File: src/rtl/div_pkg.sv
// Shared divider definitions: operand widths, BCD conversion constants and
// the result-stage FSM encoding.
package div_pkg;

  localparam int unsigned DIV_Q_W     = 6;
  localparam int unsigned DIV_R_W     = 4;
  localparam int unsigned BCD_DIGIT_W = 4;
  localparam int unsigned CONV_CYCLES = 6;
  localparam int unsigned OP_W        = 6;

  typedef enum logic [1:0] {
    StIdle = 2'd0,
    StConv = 2'd1,
    StHold = 2'd2
  } conv_state_e;

endpackage

File: src/rtl/bcd_nibble_adj.sv
// Double-dabble correction for one BCD digit: add 3 when the digit is 5 or more
// so the following left shift carries correctly into the next digit.
module bcd_nibble_adj
  import div_pkg::*;
(
  input  logic [BCD_DIGIT_W-1:0] nibble,
  output logic [BCD_DIGIT_W-1:0] adjusted
);

  always_comb begin
    adjusted = nibble;
    if (nibble >= BCD_DIGIT_W'(5)) begin
      adjusted = nibble + BCD_DIGIT_W'(3);
    end
  end

endmodule

File: src/rtl/div_result_bcd.sv
// Captures the divider quotient/remainder on the rising edge of done and
// converts both to two-digit packed BCD with a sequential double-dabble engine.
module div_result_bcd
  import div_pkg::*;
#(
  parameter int unsigned Q_W = DIV_Q_W,
  parameter int unsigned R_W = DIV_R_W
) (
  input  logic           clk,
  input  logic           reset,
  input  logic           done,
  input  logic [Q_W-1:0] Q,
  input  logic [R_W-1:0] R,
  output logic [7:0]     bcd_q,
  output logic [7:0]     bcd_r,
  output logic           valid,
  output logic           busy,
  output logic           overrun
);

  conv_state_e     state_q, state_d;
  logic            done_d;
  logic [2:0]      cnt_q;
  logic [OP_W-1:0] qop_q, rop_q;
  logic [7:0]      qs_q, rs_q;
  logic [7:0]      qs_next, rs_next;
  logic [3:0]      q_lo_adj, q_hi_adj, r_lo_adj, r_hi_adj;
  logic            capture, last;

  assign capture = done & ~done_d;
  assign last    = (state_q == StConv) && (cnt_q == 3'(CONV_CYCLES - 1));

  bcd_nibble_adj u_adj_q_lo (.nibble(qs_q[3:0]), .adjusted(q_lo_adj));
  bcd_nibble_adj u_adj_q_hi (.nibble(qs_q[7:4]), .adjusted(q_hi_adj));
  bcd_nibble_adj u_adj_r_lo (.nibble(rs_q[3:0]), .adjusted(r_lo_adj));
  bcd_nibble_adj u_adj_r_hi (.nibble(rs_q[7:4]), .adjusted(r_hi_adj));

  // Tens digit stays below 8, so the top bit of the corrected tens nibble drops.
  assign qs_next = 8'({q_hi_adj, q_lo_adj, qop_q[OP_W-1]});
  assign rs_next = 8'({r_hi_adj, r_lo_adj, rop_q[OP_W-1]});

  always_comb begin
    state_d = state_q;
    unique case (state_q)
      StIdle, StHold: if (capture) state_d = StConv;
      StConv:         if (last) state_d = StHold;
      default:        state_d = StIdle;
    endcase
  end

  always_ff @(posedge clk) begin
    if (reset) begin
      state_q <= StIdle;
      done_d  <= 1'b1;  // a done already high at reset release is not an edge
      cnt_q   <= '0;
      qop_q   <= '0;
      rop_q   <= '0;
      qs_q    <= '0;
      rs_q    <= '0;
      bcd_q   <= '0;
      bcd_r   <= '0;
      valid   <= 1'b0;
      busy    <= 1'b0;
      overrun <= 1'b0;
    end else begin
      state_q <= state_d;
      done_d  <= done;
      if (state_q == StConv) begin
        qs_q  <= qs_next;
        rs_q  <= rs_next;
        qop_q <= {qop_q[OP_W-2:0], 1'b0};
        rop_q <= {rop_q[OP_W-2:0], 1'b0};
        cnt_q <= cnt_q + 3'd1;
        if (last) begin
          bcd_q <= qs_next;
          bcd_r <= rs_next;
          valid <= 1'b1;
          busy  <= 1'b0;
        end
        if (capture) begin
          overrun <= 1'b1;
        end
      end else if (capture) begin
        qop_q <= OP_W'(Q);
        rop_q <= OP_W'(R);
        qs_q  <= '0;
        rs_q  <= '0;
        cnt_q <= '0;
        valid <= 1'b0;
        busy  <= 1'b1;
      end
    end
  end

endmodule

File: config.mk
export PLATFORM = sky130hd
export DESIGN_NAME = div_result_bcd
export DESIGN_NICKNAME = d
export VERILOG_FILES = /design/src/rtl/div_pkg.sv /design/src/rtl/bcd_nibble_adj.sv /design/src/rtl/div_result_bcd.sv
export SDC_FILE = /design/constraint.sdc
export NUM_CORES = 1
export LEC_CHECK = 0
export CORE_AREA = 5 5 85 71
export DETAILED_ROUTE_END_ITERATION = 6
export DIE_AREA = 0 0 90 76
export PLACE_DENSITY = 0.72
export SLEW_MARGIN = 20
export SYNTH_ARGS = -nofsm -noshare
export SYNTH_HDL_FRONTEND = slang
export SYNTH_SLANG_ARGS = --single-unit
File: constraint.sdc
create_clock -name clk -period 1.8 [get_ports clk]
set_input_delay 0.45 -clock clk [delete_from_list [all_inputs] [get_ports clk]]
set_output_delay 0.45 -clock clk [all_outputs]
set_load 0.1 [all_outputs]
==> metrics.txt, run 1 <==
Vias per Instance=5.51; #FFs+latches synth=53; PwrDens=between 700 and 800 nW/um^2; cell internal pwr=1.72 mW; Reg area=around 1100 um^2; total CTS buffers=5; warnings from Yosys=0; M1 WL=about 2700 um; run status=completed; register area share after synthesis=~43%; Critical R2R Capture=qs_q[6]; Top Layer Used=met4; CP required=just over 2000 ps; # nets final=approximately 330; I/O pin total=32; first-pass GRT wire length=9800 um; wire length per cell=between 10 and 15 um; largest family of logic cells by synthesized area=simple AND/OR/NAND/NOR gates; sw frac=between 20% and 30%; Startpoint Class=register; post-synth top area share=around 43%; num rows=24; Die Area=about 7000 um^2; DP HPWL=roughly 3800 um; clock share of power=about two fifths; Slew HR=between 60 and 70%; sw power=roughly 0.51 mW; diode count=0; share of cells above drive strength 1=around 18%; clk_lat worst skew=a little over 300 ps; simple-gate portion of the synthesized area=about 24%; Post-CTS Hold Buffers=0; GRT Resource Usage Total=around 17%; VDD IR max=0.000359 V; metal3 WL=about 250 um; mapped cell area=~2500 um^2; gp weighted congestion=between 0.8 and 0.9; height of the die=around 76 um; drt pass-1 iters=4; Overflow after GRT=0; CP max FO=5; critical path endpoint category=register; maximum clock rate=between 0.5 and 0.6 GHz; unrepaired setup endpoints after global routing=false; Max Transition Viols Final=0; R2R cell count=6; Post-synth EDFFs=0; CTS tree=done; syn_nets=297; # setup viols final=0; Worst Hold Class=reg -> reg; Area growth, synth to finish=26.9%; Synth Area in XOR/XNOR=less than 1%; DR iter-0 viols=120; setup_tns=0 ps; Comb pwr share=7.3%; Clock Path Buffers=2; Max-Cap Viols=0; Starting Density=47.5%; cells after synthesis=around 270; CP Launch Point=qs_q[4]; Hold Vio Cnt, Final=0; Port Buffers=31; fin crit period=1680 ps; clock root buffer=clkbuf_8; DRT Wirelength=around 5500 um; syn avg cell area=roughly 9.0 um^2; Worst Max-Slew Pin Slew=roughly 490 ps; Worst-path clk slew=roughly 100 ps; Vias=a little over 2,000; Place WS=-286 ps; Synth async-reset ratio=0%; largest net degree at the start of global routing=23; Netlist cell types=38; Top FF cell, synth=dfxtp_1; number of global-route vias before repair=approximately 2,100; top post-synthesis cells by area=dfxtp_1 43%, ha_1 5.1%, nor2_1 4.9%; critical path class=reg -> reg; most area-hungry cell type in the Yosys netlist=dfxtp_1; CP arrival=around 1900 ps; Tcrit/Tclk final=just over 90%; final clock skew=between 3 and 4 ps; Synth Area in Adders=5.07%; initial antenna violation count=0; most common cell in the netlist=dfxtp_1; post-synthesis compound-gate area fraction=between 10% and 20%; Seq pwr share=54.3%; Hold Crit Depth=2; post-synthesis mux area share=roughly 2.6%; post-route setup slack=~120 ps; Pleak=1.10 nW; CTS HTree Levels=2; Die W=roughly 90 um; Antenna Violating Nets Remaining=0; Worst Setup EP=qs_q[6]; footprint of the multi-input gates=between 1000 and 1500 um^2; WHS=just under 500 ps; reg-to-reg startpoint=qs_q[4]; Post-route DRC=0; setup slack, reg-to-reg=between 100 and 150 ps; routed wl met2=between 2000 and 2500 um; CORE AREA=a little over 5000 um^2; synth cell count leaders=53 x dfxtp_1, 32 x nor2_1, 21 x nand2_1; fillers=~460; Sink Count=53
## sequential cells by signal, summed over array words and instances (netlist names), 2 cells and up
name,cells
rop_q,6
bcd_q,8
rs_q,8
qop_q,6
cnt_q,3
qs_q,8
state_q,2
bcd_r,8
## per-layer routing
metal,track usage (%),vias up
met5,0,-
met4,6.25,0
met3,3.36,7
met2,25.9,44
met1,23.2,966
li1,-,1027
## stage by stage
step	area, um^2	std cells	utilization, %	total power, mW
6_report	3130	371	60.3	2.23
3_5_place_dp	3010	363	57.9	1.40
2_1_floorplan	2470	274	-	1.34
4_1_cts	3130	371	60.2	2.25
3_3_place_gp	3010	363	57.9	1.39
5_1_grt	3130	371	60.3	2.30
## what timing repair did
item | CTS | global route
endpoints found under the setup margin | 0 | 12
setup buffers | 0 | 0
resized for setup | 0 | 2
## placed cells by master, fill, tap and decap left out, types with 2 or more instances in the layout
cell type        instances
o21ai_0                  4
dfxtp_1                 53
xnor2_1                  2
o32ai_1                  2
a211oi_1                 4
o22ai_1                  6
nand2_1                 21
nand3_1                  4
a211oi_2                 2
inv_1                    9
ha_1                    10
nand2b_1                 9
buf_4                   13
nor3b_1                  8
a211o_1                  4
o21ai_1                 10
buf_12                  19
a21oi_2                  2
mux2_2                   4
mux2i_1                  2
or3_1                    2
a22oi_1                  5
nand3b_1                12
a311oi_1                 8
nor4_1                   5
nor2_1                  31
clkbuf_8                 6
nor3_1                  10
a21oi_1                 16
clkdlybuf4s50_1         11
## power groups by stage
stage / Clock (mW) / Combinational, mW / Sequential (mW)
final: 0.855 / 0.163 / 1.21
after global routing: 0.907 / 0.179 / 1.21
after CTS: 0.875 / 0.163 / 1.21
after detailed placement: 0 / 0.162 / 1.23
after global placement: 0 / 0.160 / 1.23
after floorplan: 0 / 0.0979 / 1.24
## worst max-delay path, cell delays in order (launching register included)
cell and delay, ps:
dfxtp_1 380, inv_1 80, ha_1 240, nand2b_1 120, a21oi_4 260, mux2_2 390
o22ai_1 150
## final cells by class
| class | instances | share of cell area, % |
|---|---|---|
| well taps | 65 | 2.60 |
| inverters | 9 | 1.08 |
| flip-flops and latches | 53 | 33.9 |
| clock buffers | 6 | 2.64 |
| multi-input cells | 192 | 39.7 |
| repair buffers | 44 | 18.9 |
| clock inverters | 2 | 1.20 |
## cell families after synthesis
group	Yosys count
AOI/OAI and AO/OA	64
muxes	6
adders and majority gates	10
xor gates and xnor gates	2
DFF	53
buffers and inverters	29
and+or+nand+nor	110
## worst min path at each step
stage	startpoint	to	slack, ps
2_1_floorplan	rop_q[5]	bcd_r[0]	440
3_3_place_gp	qop_q[3]	qop_q[3]	470
3_5_place_dp	qop_q[1]	qop_q[1]	470
4_1_cts	rop_q[1]	rop_q[1]	490
5_1_grt	rop_q[1]	rop_q[1]	510
6_report	rop_q[1]	rop_q[1]	490
No activity file was read; power rests on OpenSTA's default activity.
==> run 2, diff against run 1 <==
Settings changed: PLACE_DENSITY 0.72 to not set, PLACE_DENSITY_LB_ADDON set to 0.3.
==> metrics.txt, run 2 (synthesis gave the netlist of run 1 again) <==
run status=completed; critical-path cell list=inv_1 -> ha_1 -> nand2b_1 -> a21oi_4 -> mux2_2 -> o22ai_1; maximum clock rate=approximately 0.6 GHz; critical path class=reg -> reg; unrepaired setup endpoints after global routing=false; gp weighted congestion=between 0.7 and 0.8; Clock Path Buffers=2; R2R cell count=6; CP Launch Point=qs_q[4]; DR iter-0 viols=between 100 and 150; Comb pwr share=approximately 8.0%; CORE AREA=around 5200 um^2; Tcrit/Tclk final=between 90 and 100%; final clock skew=between 5 and 6 ps; commonest non-fill, non-tap cell in the layout=dfxtp_1; Post-CTS Hold Buffers=0; first-pass GRT wire length=9180 um; most frequent cells in the layout=53 x dfxtp_1, 32 x nor2_1, 22 x buf_12; # setup viols final=0; Area growth, synth to finish=26.2%; Worst-path clk slew=90 ps; CTS tree=done; Vias per Instance=5.51; post-route design area=slightly above 3000 um^2; Hold Vio Cnt, Final=0; Post-route DRC=0; # nets final=324; CP arrival=1900 ps; clk_lat worst skew=approximately 300 ps; Setup Buffers After CTS=0; Worst Setup EP=qs_q[6]; Final Instance Count excl. Fillers=367; Worst Path Buf+Inv=1; clock share of power=a little over a third; DRT Wirelength=approximately 5300 um; share of cells above drive strength 1=between 10% and 20%; Worst Hold Class=reg -> reg; DP Area=~3000 um^2; Stages on worst setup path=6; Antenna Violating Nets Remaining=0; setup_tns=0 ps; setup slack, reg-to-reg=roughly 130 ps; placed cells=between 300 and 400; cell internal pwr=about 1.6 mW; Seq pwr share=between 50% and 60%; diode count=0; I/O pin total=32; num rows=24; Worst Max-Slew Pin Slew=between 400 and 500 ps; Die Area=6840 um^2; CP max FO=5; number of global-route vias before repair=roughly 1,900; Starting Density=between 40% and 50%; sw frac=23.3%; Worst Hold Launch=rop_q[5]; total power=between 2 and 2.5 mW; drt pass-1 iters=4; Max Transition Viols Final=0; Vias=about 2,000; clock root buffer=clkbuf_8; Port Buffers=31; Overflow after GRT=0; CTS HTree Levels=2; fin crit period=1670 ps; PostCTS Resize Cnt=0; Startpoint Class=register; Die W=~90 um; VDD IR max=0.000614 V; Slew HR=70.2%; reg-to-reg startpoint=qs_q[4]; critical path's top delay family=compound AO/OA/AOI/OAI gates; height of the die=between 70 and 80 um; Critical R2R Capture=qs_q[6]; largest net degree at the start of global routing=23; Max-Cap Viols=0; Largest stage delay, worst path=about 380 ps; Sink Count=53; CP required=2030 ps; Pleak=around 1.1 nW; initial antenna violation count=0; DP HPWL=roughly 3600 um; critical path endpoint category=register; Crit-path slowest cell=dfxtp_1; total CTS buffers=5; wire length per cell=14.5 um; GRT Resource Usage Total=~16%; PwrDens=just under 700 nW/um^2; sw power=around 0.49 mW
run 2: how the worst min path moves through the flow:
stage	end	slack, ps	cells after the start
floorplan	bcd_r[0]	440	2
global placement	qop_q[3]	470	2
detailed placement	qop_q[2]	480	2
CTS	qop_q[2]	490	2
global route	qop_q[2]	500	2
finish	bcd_r[0]	490	2
run 2: worst reg2reg max path, stage by stage, from the launching register on:
cell and delay, ps:
dfxtp_1 380, inv_1 90, ha_1 240, nand2b_1 120, a21oi_4 250, mux2_2 380, o22ai_1 160
run 2: area by class of cell:
| type | instances | area (um^2) |
|---|---|---|
| clock inverters | 1 | 5.00 |
| repair buffers | 40 | 601 |
| flip-flops and latches | 53 | 1060 |
| multi-input cells | 192 | 1240 |
| inverters | 9 | 33.8 |
| well taps | 65 | 81.3 |
| clock buffers | 7 | 96.3 |
| fillers | 429 | 2080 |
run 2: power by group through the flow:
stage / Sequential (mW) / Clock [mW] / Combinational [mW]
floorplan: 1.24 / 0 / 0.0979
global route: 1.21 / 0.794 / 0.182
CTS: 1.21 / 0.750 / 0.168
detailed placement: 1.23 / 0 / 0.168
global placement: 1.23 / 0 / 0.165
finish: 1.21 / 0.733 / 0.168
run 2: layer usage:
metal / track usage, % / vias up / wire length [um]
li1: - / 1025 / -
met3: 4.24 / 5 / 269
met1: 22.6 / 953 / 2530
met5: 0 / - / 0
met2: 24.2 / 41 / 2480
met4: 4.02 / 0 / 43
run 2: per-stage QoR:
step	hold slack, ps	worst slack (ps)	util [%]
final	490	130	59.9
after global routing	504	7.54	59.9
after CTS	494	126	59.9
after detailed placement	476	37.8	58.0
after global placement	474	71.0	58.0
after floorplan	445	285	-
==> run 3, diff against run 2 <==
Settings changed: CELL_PAD_IN_SITES_DETAIL_PLACEMENT set to 1, CELL_PAD_IN_SITES_GLOBAL_PLACEMENT set to 2, CORE_AREA 5 5 85 71 to 5 5 103 86, DIE_AREA 0 0 90 76 to 0 0 108 91.
==> metrics.txt, run 3 (synthesis gave the netlist of run 1 again) <==
run status=completed; Max-Cap Viols=0; Pleak=approximately 1.1 nW; Largest stage delay, worst path=390 ps; Sink Count=53; Crit-path slowest cell=mux2_2; Place WS=between 10 and 15 ps; critical-path cell list=inv_1 -> ha_1 -> nand2b_1 -> a21oi_1 -> mux2_2 -> o22ai_1; clk_lat worst skew=about 300 ps; VDD IR max=between 0.0003 and 0.0004 V; number of global-route vias before repair=a little over 2,000; most frequent cells in the layout=53 x dfxtp_1, 32 x nor2_1, 24 x buf_12; Slew HR=roughly 78%; share of cells above drive strength 1=between 15 and 20%; # setup viols final=0; first-pass GRT wire length=10,500 um; GRT Resource Usage Total=between 10% and 20%; diode count=0; wire length per cell=15.1 um; Post-CTS Hold Buffers=0; height of the die=slightly above 90 um; critical path endpoint category=register; CTS tree=done; DRT Wirelength=roughly 6200 um; PostCTS Resize Cnt=0; Overflow after GRT=0; WHS=between 400 and 500 ps; CP arrival=between 1500 and 2000 ps; footprint of the multi-input gates=around 1200 um^2; Vias per Instance=around 4.9; setup_tns=0 ps; commonest non-fill, non-tap cell in the layout=dfxtp_1; post-route setup slack=roughly 160 ps; maximum clock rate=0.610 GHz; Clock Path Buffers=2; Starting Density=around 32%; CP max FO=5; Port Buffers=31; fillers=about 900; Worst Max-Slew Pin Slew=337 ps; # nets final=about 330; largest net degree at the start of global routing=23; gp weighted congestion=between 0.7 and 0.8; Worst Hold Class=reg -> reg; Die W=108 um; Antenna Violating Nets Remaining=0; DP HPWL=between 4000 and 5000 um; CORE AREA=roughly 7700 um^2; Vias=~2,000; initial antenna violation count=0; Startpoint Class=register; num rows=29; Hold Vio Cnt, Final=0; Worst-path clk slew=about 100 ps; DR iter-0 viols=62; Tcrit/Tclk final=about nine tenths; Die Area=about 9800 um^2; critical path class=reg -> reg; Setup Buffers After CTS=0; Reg area=roughly 1100 um^2; fin crit period=roughly 1600 ps; drt pass-1 iters=4; Max Transition Viols Final=0; final clock skew=about 8.7 ps; PwrDens=slightly below 700 nW/um^2; CP required=about 2000 ps; CTS HTree Levels=2; Area growth, synth to finish=31.2%; Post-route DRC=0; unrepaired setup endpoints after global routing=false; I/O pin total=32; clock root buffer=clkbuf_8; total CTS buffers=5
## run 3: cell count changes in the layout (fill, tap and decap cells not counted), sizes merged
cell and delta:
bufinv +1, buf +4, clkinv -1
## run 3: worst paths after layout
check,cells after the start,start,to,slack [ps]
worst max-delay path,6,qs_q[0],qs_q[2],160
worst min-delay path,2,qop_q[5],bcd_q[0],490
worst max register to register,6,qs_q[0],qs_q[2],160
worst min register to register,2,qop_q[5],bcd_q[0],490
## run 3: routing by layer
layer	wire [um]	global-route usage (%)	share of wire (%)
met5	0	0	0
met1	3390	19.8	54
met2	2600	19.5	42
met3	217	2.77	3.5
met4	36	2.84	0.58
## run 3: layout make-up
class                           count  area share (%)
Clock inverter                      1           0.927
Inverter                            9            1.04
Tap cell                          108            4.17
Clock buffer                        7            2.67
Multi-Input combinational cell    192            38.2
Sequential cell                    53            32.8
Timing Repair Buffer               44            20.2
## run 3: metrics by stage
stage	util, %	power [mW]	cell area, um^2	instances
3_5_place_dp	40.6	1.42	3120	406
2_1_floorplan	-	1.34	2470	274
6_report	42.1	2.24	3240	414
5_1_grt	42.1	2.33	3240	414
4_1_cts	42.1	2.26	3240	414
3_3_place_gp	40.6	1.41	3120	406
## run 3: power by group
group	switching, mW	internal [mW]
registers	0.0144	1.19
logic	0.0988	0.0791
clock network	0.397	0.454
## run 3: worst max-delay path, delay by kind of cell, from the launching register on
family,cells,cell delay [ps]
DFF,1,360
muxes,1,390
adders and majority gates,1,260
AOI/OAI and AO/OA,2,370
and+or+nand+nor,1,90
buffers and inverters,1,100
